File: src/rtl/parking_slot_manager.sv
// Registered occupancy tracker for a parking area: lowest-free-slot allocation,
// slot release, sensor OR-in, and registered free count / full / empty status.
module parking_slot_manager #(
  parameter  int NUM_SLOTS = 8,
  localparam int IDX_W     = $clog2(NUM_SLOTS),
  localparam int CNT_W     = $clog2(NUM_SLOTS + 1)
) (
  input  logic                 clk,
  input  logic                 rst_n,
  input  logic                 park_req,
  output logic                 park_grant,
  output logic                 park_reject,
  output logic [IDX_W-1:0]     park_slot,
  input  logic                 leave_req,
  input  logic [IDX_W-1:0]     leave_slot,
  output logic                 leave_ack,
  output logic                 leave_err,
  input  logic                 sensor_vld,
  input  logic [NUM_SLOTS-1:0] sensor_mask,
  output logic [NUM_SLOTS-1:0] occupancy,
  output logic [CNT_W-1:0]     free_count,
  output logic                 full,
  output logic                 empty
);

  logic [NUM_SLOTS-1:0] sm;
  logic [NUM_SLOTS-1:0] leave_bit;
  logic                 leave_hit;
  logic [NUM_SLOTS-1:0] cand;
  logic [NUM_SLOTS-1:0] grant_bit;
  logic [IDX_W-1:0]     grant_idx;
  logic                 grant_found;
  logic [NUM_SLOTS-1:0] next_occ;
  logic [CNT_W-1:0]     occ_ones;

  // Allocation looks only at the current occupancy and this cycle's sensors,
  // so a slot being released now cannot be handed out in the same cycle.
  always_comb begin
    sm          = sensor_vld ? sensor_mask : '0;
    leave_bit   = '0;
    grant_bit   = '0;
    grant_idx   = '0;
    grant_found = 1'b0;
    occ_ones    = '0;

    for (int i = 0; i < NUM_SLOTS; i++) begin
      if (leave_req && (leave_slot == IDX_W'(i))) begin
        leave_bit[i] = 1'b1;
      end
    end
    leave_hit = |(leave_bit & occupancy);

    cand = ~occupancy & ~sm;
    if (park_req) begin
      for (int i = 0; i < NUM_SLOTS; i++) begin
        if (cand[i] && !grant_found) begin
          grant_bit[i] = 1'b1;
          grant_idx    = IDX_W'(i);
          grant_found  = 1'b1;
        end
      end
    end

    next_occ = ((occupancy & ~leave_bit) | sm) | grant_bit;

    for (int i = 0; i < NUM_SLOTS; i++) begin
      occ_ones = occ_ones + CNT_W'(next_occ[i]);
    end
  end

  always_ff @(posedge clk or negedge rst_n) begin
    if (!rst_n) begin
      occupancy   <= '0;
      free_count  <= CNT_W'(NUM_SLOTS);
      full        <= 1'b0;
      empty       <= 1'b1;
      park_grant  <= 1'b0;
      park_reject <= 1'b0;
      park_slot   <= '0;
      leave_ack   <= 1'b0;
      leave_err   <= 1'b0;
    end else begin
      occupancy   <= next_occ;
      free_count  <= CNT_W'(NUM_SLOTS) - occ_ones;
      full        <= (occ_ones == CNT_W'(NUM_SLOTS));
      empty       <= (occ_ones == '0);
      park_grant  <= park_req && grant_found;
      park_reject <= park_req && !grant_found;
      park_slot   <= grant_found ? grant_idx : '0;
      leave_ack   <= leave_req && leave_hit;
      leave_err   <= leave_req && !leave_hit;
    end
  end

endmodule

File: config.mk
export PLATFORM = sky130hd
export DESIGN_NAME = parking_slot_manager
export DESIGN_NICKNAME = d
export VERILOG_FILES = /design/src/rtl/parking_slot_manager.sv
export SDC_FILE = /design/constraint.sdc
export NUM_CORES = 1
export LEC_CHECK = 0
export BUFFER_PORTS_ARGS = -buffer_cell sky130_fd_sc_hd__buf_2
export CORE_MARGIN = 1.5
export CORE_UTILIZATION = 54
export DETAILED_ROUTE_END_ITERATION = 16
export GPL_TIMING_DRIVEN = 0
export PLACE_DENSITY = 0.86
export SYNTH_ARGS = -nofsm -noshare
export SYNTH_HDL_FRONTEND = slang
export SYNTH_SLANG_ARGS = --single-unit
File: constraint.sdc
create_clock -name clk -period 11.4 [get_ports clk]
set_clock_uncertainty 0.05 [all_clocks]
set_input_delay 0.57 -clock clk [delete_from_list [all_inputs] [get_ports clk]]
set_output_delay 0.57 -clock clk [all_outputs]
set_load 0.005 [all_outputs]
Word-level counts from Yosys, hierarchy flattened
Index checks and enable logic that the tools add are counted.

operators by class
  add/sub/neg operators = 8
  equal/unequal tests = 8
  reductions and logical operators = 31
  divide/modulo/power cells = 0
  multiply operators = 0
  shift-type cells = 0
  muxes and demuxes = 42
  bitwise operators = 8
  magnitude comparators = 0

operator list
  cell                   number
  $mux W1                32
  $and A8 B8 Y8          3
  $mux W3                8
  $not A8 Y8             3
  $logic_and A1 B1 Y1    19
  $add A4 B1 Y4          4
  $mux W8                2
  $or A8 B8 Y8           2
  $eq A3 B3 Y1 const B   4
  $logic_not A1 Y1       9
  $reduce_or A8 Y1       1
  $eq A3 B2 Y1 const B   2
  $add A3 B1 Y4          1
  $eq A4 B4 Y1 const B   1
  $logic_not A4 Y1       1
  $sub A4 B4 Y4 const A  1
  $add A2 B1 Y3          1
  $eq A3 B1 Y1 const B   1
  $logic_not A3 Y1       1
  $add A1 B1 Y2          1

word-level totals
  input port bits = 16
  ROM bits = 0
  flip-flop bits (word level) = 21
  latch bits = 0
  bits in writable memories = 0
  output and inout bits = 21
  word-level logic and storage cells = 106
  memories = 0

Longest topological paths before layout
  depth in word-level cells = 42
  gate-level depth with buffers = 16
  gate-level depth less buffers = 15

Worst setup path before layout
No wires, ideal clock.

  path type = input -> register
  start point = in sensor_vld
  end point = reg free_count[2]
  setup slack = 7.122 ns
  buffers on the path = 2
  arrival = 4.102 ns
  required time = 11.224 ns
  stages = 16
  setup time = 0.126 ns
  cells stage by stage = buf_2 -> buf_2 -> a211oi_1 -> a222oi_1 -> inv_1 -> fa_1 -> inv_1 -> fa_1 -> inv_1 -> fa_1 -> ha_1 -> fa_1 -> inv_1 -> ha_1 -> xor2_1 -> xnor2_1

between the ends
  elaborated cells between the ends (all ways) = 49
  those cells by class = 8 x add/sub; 23 x mux; 4 x bitwise; 14 x reduce/logical

RTL lines
  element                       RTL line  text
  start: declaration            18        input logic sensor_vld,
  $mux W8 *                     39        sm = sensor_vld ? sensor_mask : '0;
  $not A8 Y8                    53        cand = ~occupancy & ~sm;
  $and A8 B8 Y8                 53
  $mux W1                       56        if (cand[i] && !grant_found) begin
  $mux W1                       54        if (park_req) begin
  $logic_not A1 Y1              56
  $logic_and A1 B1 Y1           56
  $mux W1                       56
  $mux W8                       54
  $or A8 B8 Y8 *                64        next_occ = ((occupancy & ~leave_bit) | sm) | grant_bit;
  via next_occ[1]               33        logic [NUM_SLOTS-1:0] next_occ;
  $add A1 B1 Y2 *               67        occ_ones = occ_ones + CNT_W'(next_occ[i]);
  $add A2 B1 Y3 *               67
  $add A3 B1 Y4 *               67
  $add A4 B1 Y4 * (4 in a row)  67
  $sub A4 B4 Y4 *               84        free_count <= CNT_W'(NUM_SLOTS) - occ_ones;
  end signal: assignment        74        free_count <= CNT_W'(NUM_SLOTS);
  end signal: assignment        84
  end: declaration              21        output logic [CNT_W-1:0] free_count,

Mark *: on every way through the listed nets, which the timed path passes. The rest lies on a longest branch. The select of a mux whose other input is x is not followed.

Worst setup path in the final report
  start point = reg occupancy[0]
  end point = reg free_count[2]

between the ends
  elaborated cells between the ends (all ways) = 49
  those cells by class = 8 x add/sub; 22 x mux; 5 x bitwise; 14 x reduce/logical

RTL lines
  element                       RTL line  text
  start: declaration            20        output logic [NUM_SLOTS-1:0] occupancy,
  start signal: assignment      83        occupancy <= next_occ;
  $not A8 Y8 *                  53
  $and A8 B8 Y8 *               53
  $mux W1 *                     56
  $mux W1 *                     54
  $logic_not A1 Y1              56
  $logic_and A1 B1 Y1           56
  $mux W1 *                     56
  $mux W1 *                     54
  [5 not listed]                -
  $logic_and A1 B1 Y1 *         56
  $mux W1 *                     56
  $mux W8 *                     54
  $or A8 B8 Y8 *                64
  via next_occ[3]               33
  $add A3 B1 Y4 *               67
  $add A4 B1 Y4 * (4 in a row)  67
  $sub A4 B4 Y4 *               84

Marks and branches as above.

==> flow_summary.html <==
<table>
<tr><th>Metric</th><th>Value</th></tr>
<tr><th colspan="2">Global routing</th></tr>
<tr><td>Largest net degree at the start of global routing</td><td>22</td></tr>
<tr><td>Gr usage total</td><td>0.242</td></tr>
<tr><td>Wire length of the first global-routing pass</td><td>4550 um</td></tr>
<tr><td>Number of global-route vias before repair</td><td>around 1000</td></tr>
<tr><td>Initial antenna violation count</td><td>0</td></tr>
<tr><td>Remaining global-route overflow</td><td>0</td></tr>
<tr><th colspan="2">STA</th></tr>
<tr><td>Final period util</td><td>0.389</td></tr>
<tr><td>Number of slew-limit violations in the final report</td><td>0</td></tr>
<tr><td>Final Hold Viols</td><td>0</td></tr>
<tr><td>Unrepaired setup endpoints after global routing</td><td>no</td></tr>
<tr><td>Final setup violation count</td><td>0</td></tr>
<tr><td>Fin worst setup slack</td><td>~7 ns</td></tr>
<tr><td>FMAX</td><td>roughly 0.23 GHz</td></tr>
<tr><td>Min Tclk post-route</td><td>between 4 and 5 ns</td></tr>
<tr><td>Total Negative Setup Slacks</td><td>0 ns</td></tr>
<tr><td>Pin slew with the least headroom to its limit</td><td>0.525 ns</td></tr>
<tr><td>Headroom to the max-slew limit</td><td>0.645</td></tr>
<tr><td>Hold slack</td><td>0.128 ns</td></tr>
<tr><th colspan="2">Detailed routing</th></tr>
<tr><td>Number of vias after detailed routing</td><td>roughly 1100</td></tr>
<tr><td>Average detailed-routed wire length per instance</td><td>between 10 and 15 um</td></tr>
<tr><td>Post-detailed-route via-to-cell ratio</td><td>about 5.9</td></tr>
<tr><td>1st-pass router iterations</td><td>7</td></tr>
<tr><td>Antenna Nets Post-Route</td><td>0</td></tr>
<tr><td>Total routed wirelength</td><td>~2900 um</td></tr>
<tr><td>Drt initial violations</td><td>33</td></tr>
<tr><td>DRC violations left</td><td>0</td></tr>
<tr><th colspan="2">Clock network</th></tr>
<tr><td>Clock tree from TritonCTS</td><td>built</td></tr>
<tr><td>Bufs on Longest Clock Path</td><td>2</td></tr>
<tr><td>Number of CTS-inserted buffers</td><td>3</td></tr>
<tr><td>Cells resized by post-CTS repair</td><td>0</td></tr>
<tr><td>Skew-Pair Late Insertion Delay</td><td>0.32 ns</td></tr>
<tr><td>Number of levels the H-tree was split into</td><td>1</td></tr>
<tr><td># hold bufs at CTS</td><td>0</td></tr>
<tr><td>Worst-path clk slew</td><td>between 0.1 and 0.15 ns</td></tr>
<tr><td>Count of buffers added by post-CTS timing repair for setup</td><td>0</td></tr>
<tr><td>Clock root cell</td><td>clkbuf_4</td></tr>
<tr><td>Sink Count</td><td>21</td></tr>
<tr><th colspan="2">Yosys</th></tr>
<tr><td>Number of enable-type register cells in the synthesized netlist</td><td>0</td></tr>
<tr><td>Average size of a mapped cell</td><td>about 10 um2</td></tr>
<tr><td>Post-synthesis async set-or-reset flop share</td><td>1.00</td></tr>
<tr><td>Post-synthesis cell count</td><td>between 100 and 150</td></tr>
<tr><td>Yosys warning count</td><td>0</td></tr>
<tr><td>Most instantiated cells after synthesis</td><td>dfrtp_1 (19), nand2_1 (15), a21oi_1 (11), inv_1 (8), nand3_1 (8)</td></tr>
<tr><td>FF+latch count, synth</td><td>21</td></tr>
<tr><td>Top flip-flop cell by instance count after synthesis</td><td>dfrtp_1</td></tr>
<tr><td>Yosys top cell by area</td><td>dfrtp_1</td></tr>
<tr><td>Distinct cell type count of the synthesized netlist</td><td>approximately 40</td></tr>
<tr><td>Sequential element share of the synthesized area</td><td>0.417</td></tr>
<tr><td>Mapped cell area</td><td>1270 um2</td></tr>
<tr><td>Post-synth top area share</td><td>0.375</td></tr>
<tr><td>Most frequently used cell type in the post-synthesis netlist</td><td>dfrtp_1</td></tr>
<tr><td>Number of nets produced by synthesis</td><td>151</td></tr>
<tr><td>Top cells by area, synth</td><td>dfrtp_1 (38%), fa_1 (6.3%), nand2_1 (4.4%)</td></tr>
<tr><th colspan="2">Setup path</th></tr>
<tr><td>R2R Path End</td><td>free_count[2]</td></tr>
<tr><td>Worst R2R Path Depth</td><td>15</td></tr>
<tr><td>Class of the most critical setup path</td><td>reg -&gt; reg</td></tr>
<tr><td>R2R Setup Slk</td><td>6.97 ns</td></tr>
<tr><td>Max stage delay on crit path</td><td>0.54 ns</td></tr>
<tr><td>Data required time at the worst endpoint</td><td>~12 ns</td></tr>
<tr><td>Crit Reg-Reg Startpoint</td><td>occupancy[0]</td></tr>
<tr><td>Crit-path slowest cell</td><td>fa_1</td></tr>
<tr><td>Critical path peak fanout</td><td>7</td></tr>
<tr><td>Kind of end point of the critical path</td><td>flip-flop</td></tr>
<tr><td>Most frequent cell on the critical path</td><td>fa_1</td></tr>
<tr><td>Cell breakdown of the critical path</td><td>a21oi_1 -&gt; nor2_1 -&gt; nand2_1 -&gt; o311ai_1 -&gt; fa_1 -&gt; inv_1 -&gt; fa_1 -&gt; inv_1 -&gt; fa_1 -&gt; ha_1 -&gt; fa_1 -&gt; inv_1 -&gt; ha_1 -&gt; xor2_1 -&gt; xnor2_1</td></tr>
<tr><td>Arrival time of the worst setup path</td><td>between 4 and 5 ns</td></tr>
<tr><td>Critical path startpoint category</td><td>flip-flop</td></tr>
<tr><th colspan="2">Die</th></tr>
<tr><td>Die footprint</td><td>2650 um2</td></tr>
<tr><td>Core area</td><td>around 2200 um2</td></tr>
<tr><td>DIE WIDTH</td><td>between 50 and 60 um</td></tr>
<tr><td>Vert. Die Dim</td><td>a little over 50 um</td></tr>
<tr><td>Initial cell density of the core</td><td>0.573</td></tr>
<tr><td>Number of standard-cell rows in the floorplan</td><td>17</td></tr>
<tr><td>Top-level port count</td><td>37</td></tr>
<tr><th colspan="2">Pwr</th></tr>
<tr><td>Power per cell area</td><td>around 180 nW/um2</td></tr>
<tr><td>Maximum vdd ir drop</td><td>0.000126 V</td></tr>
<tr><td>Post-route total power</td><td>around 0.26 mW</td></tr>
<tr><td>Reported leakage power</td><td>0.686 nW</td></tr>
<tr><th colspan="2">Placement</th></tr>
<tr><td>RD Place Congestion</td><td>between 0.9 and 1</td></tr>
<tr><td>Placed insts</td><td>roughly 190</td></tr>
<tr><td>Port buffer count</td><td>33</td></tr>
<tr><td>Placement-stage worst setup slack</td><td>6.70 ns</td></tr>
<tr><td>DP HPWL</td><td>2270 um</td></tr>
<tr><th colspan="2">Cells and area</th></tr>
<tr><td>Antenna diode count</td><td>0</td></tr>
<tr><td>Final net count</td><td>189</td></tr>
<tr><td>Filler cell count in the final layout</td><td>slightly below 200</td></tr>
<tr><td>Final non-filler cell total</td><td>roughly 190</td></tr>
<tr><td>Area growth from synthesis to layout</td><td>18.0%</td></tr>
<tr><td>Fraction of final layout cells sized beyond drive strength 1</td><td>0.329</td></tr>
<tr><th colspan="2">Run status</th></tr>
<tr><td>Result of the run</td><td>complete, no violations</td></tr>
<tr><th colspan="2">Flow run</th></tr>
<tr><td>Count of max-cap constraint violations</td><td>0</td></tr>
<tr><th colspan="2">Hold path</th></tr>
<tr><td>Type of the most critical hold path</td><td>in -&gt; async</td></tr>
</table>
[power breakdown]
| group | internal (mW) | switching [mW] | leakage, nW |
|---|---|---|---|
| Sequential | 0.0950 | 0.00738 | 0.237 |
| Combinational | 0.0567 | 0.0651 | 0.431 |
| Clock | 0.0132 | 0.0245 | 0.0177 |
[logic make-up after synthesis]
kind of cell,Yosys count,synth area share
flops,21,0.417
fa+ha+maj,8,0.103
mux,2,0.0178
compound gates,40,0.230
buf+inv,13,0.0533
xor+xnor,3,0.0207
simple gates,40,0.159
[metal layers]
metal | track usage | routed length [um]
met3 | 0.0380 | 168
met4 | 0.127 | 74
met1 | 0.286 | 1170
met5 | 0 | 0
met2 | 0.421 | 1460
[worst max path at each step]
stage	from	endpoint	slack [ns]	depth (start not counted)
2_1_floorplan	sensor_vld	free_count[2]	7.12	16
3_3_place_gp	sensor_vld	free_count[2]	6.84	16
3_5_place_dp	sensor_vld	free_count[2]	6.70	16
4_1_cts	occupancy[0]	free_count[2]	6.96	15
5_1_grt	occupancy[0]	free_count[2]	6.64	15
6_report	occupancy[0]	free_count[2]	6.97	15
[per-stage QoR]
stage | util | cell area (um2)
2_1_floorplan | - | 1270
3_3_place_gp | 0.663 | 1470
3_5_place_dp | 0.663 | 1470
4_1_cts | 0.676 | 1500
5_1_grt | 0.676 | 1500
6_report | 0.676 | 1500
[cells in the final DEF (no fill, tap or decap), types with 4 or more instances in the layout]
cell      n
buf_2    36
a21oi_1  11
fa_1      4
ha_1      4
nand2_1  15
nor2_1    5
inv_1     8
nand3_1   8
o21ai_0   6
dfrtp_1  19
[sequential cells by signal (all words and copies together) (netlist names)]
signal,count
empty,1
park_slot,3
free_count,4
leave_ack,1
leave_err,1
park_reject,1
full,1
occupancy,8
park_grant,1
[critical path, delay by kind of cell (launching register included)]
family	cells	cell delay [ns]
adder cells (fa/ha/maj)	6	2.27
flip-flops	1	0.47
AO/OA/AOI/OAI	2	0.67
XOR/XNOR	2	0.27
AND/OR/NAND/NOR	2	0.34
buffers and inverters	3	0.24
[cell type report]
type	instances	area [um2]	area share
multi-input cells	93	672	0.449
clock buffers	3	22.5	0.0151
flip-flops and latches	21	528	0.353
plain buffers	5	37.5	0.0251
inverters	8	30.0	0.0201
repair buffers	33	165	0.110
clock inverters	1	5.00	0.00335
well taps	28	35.0	0.0234
(Power assumes the default switching activity.)
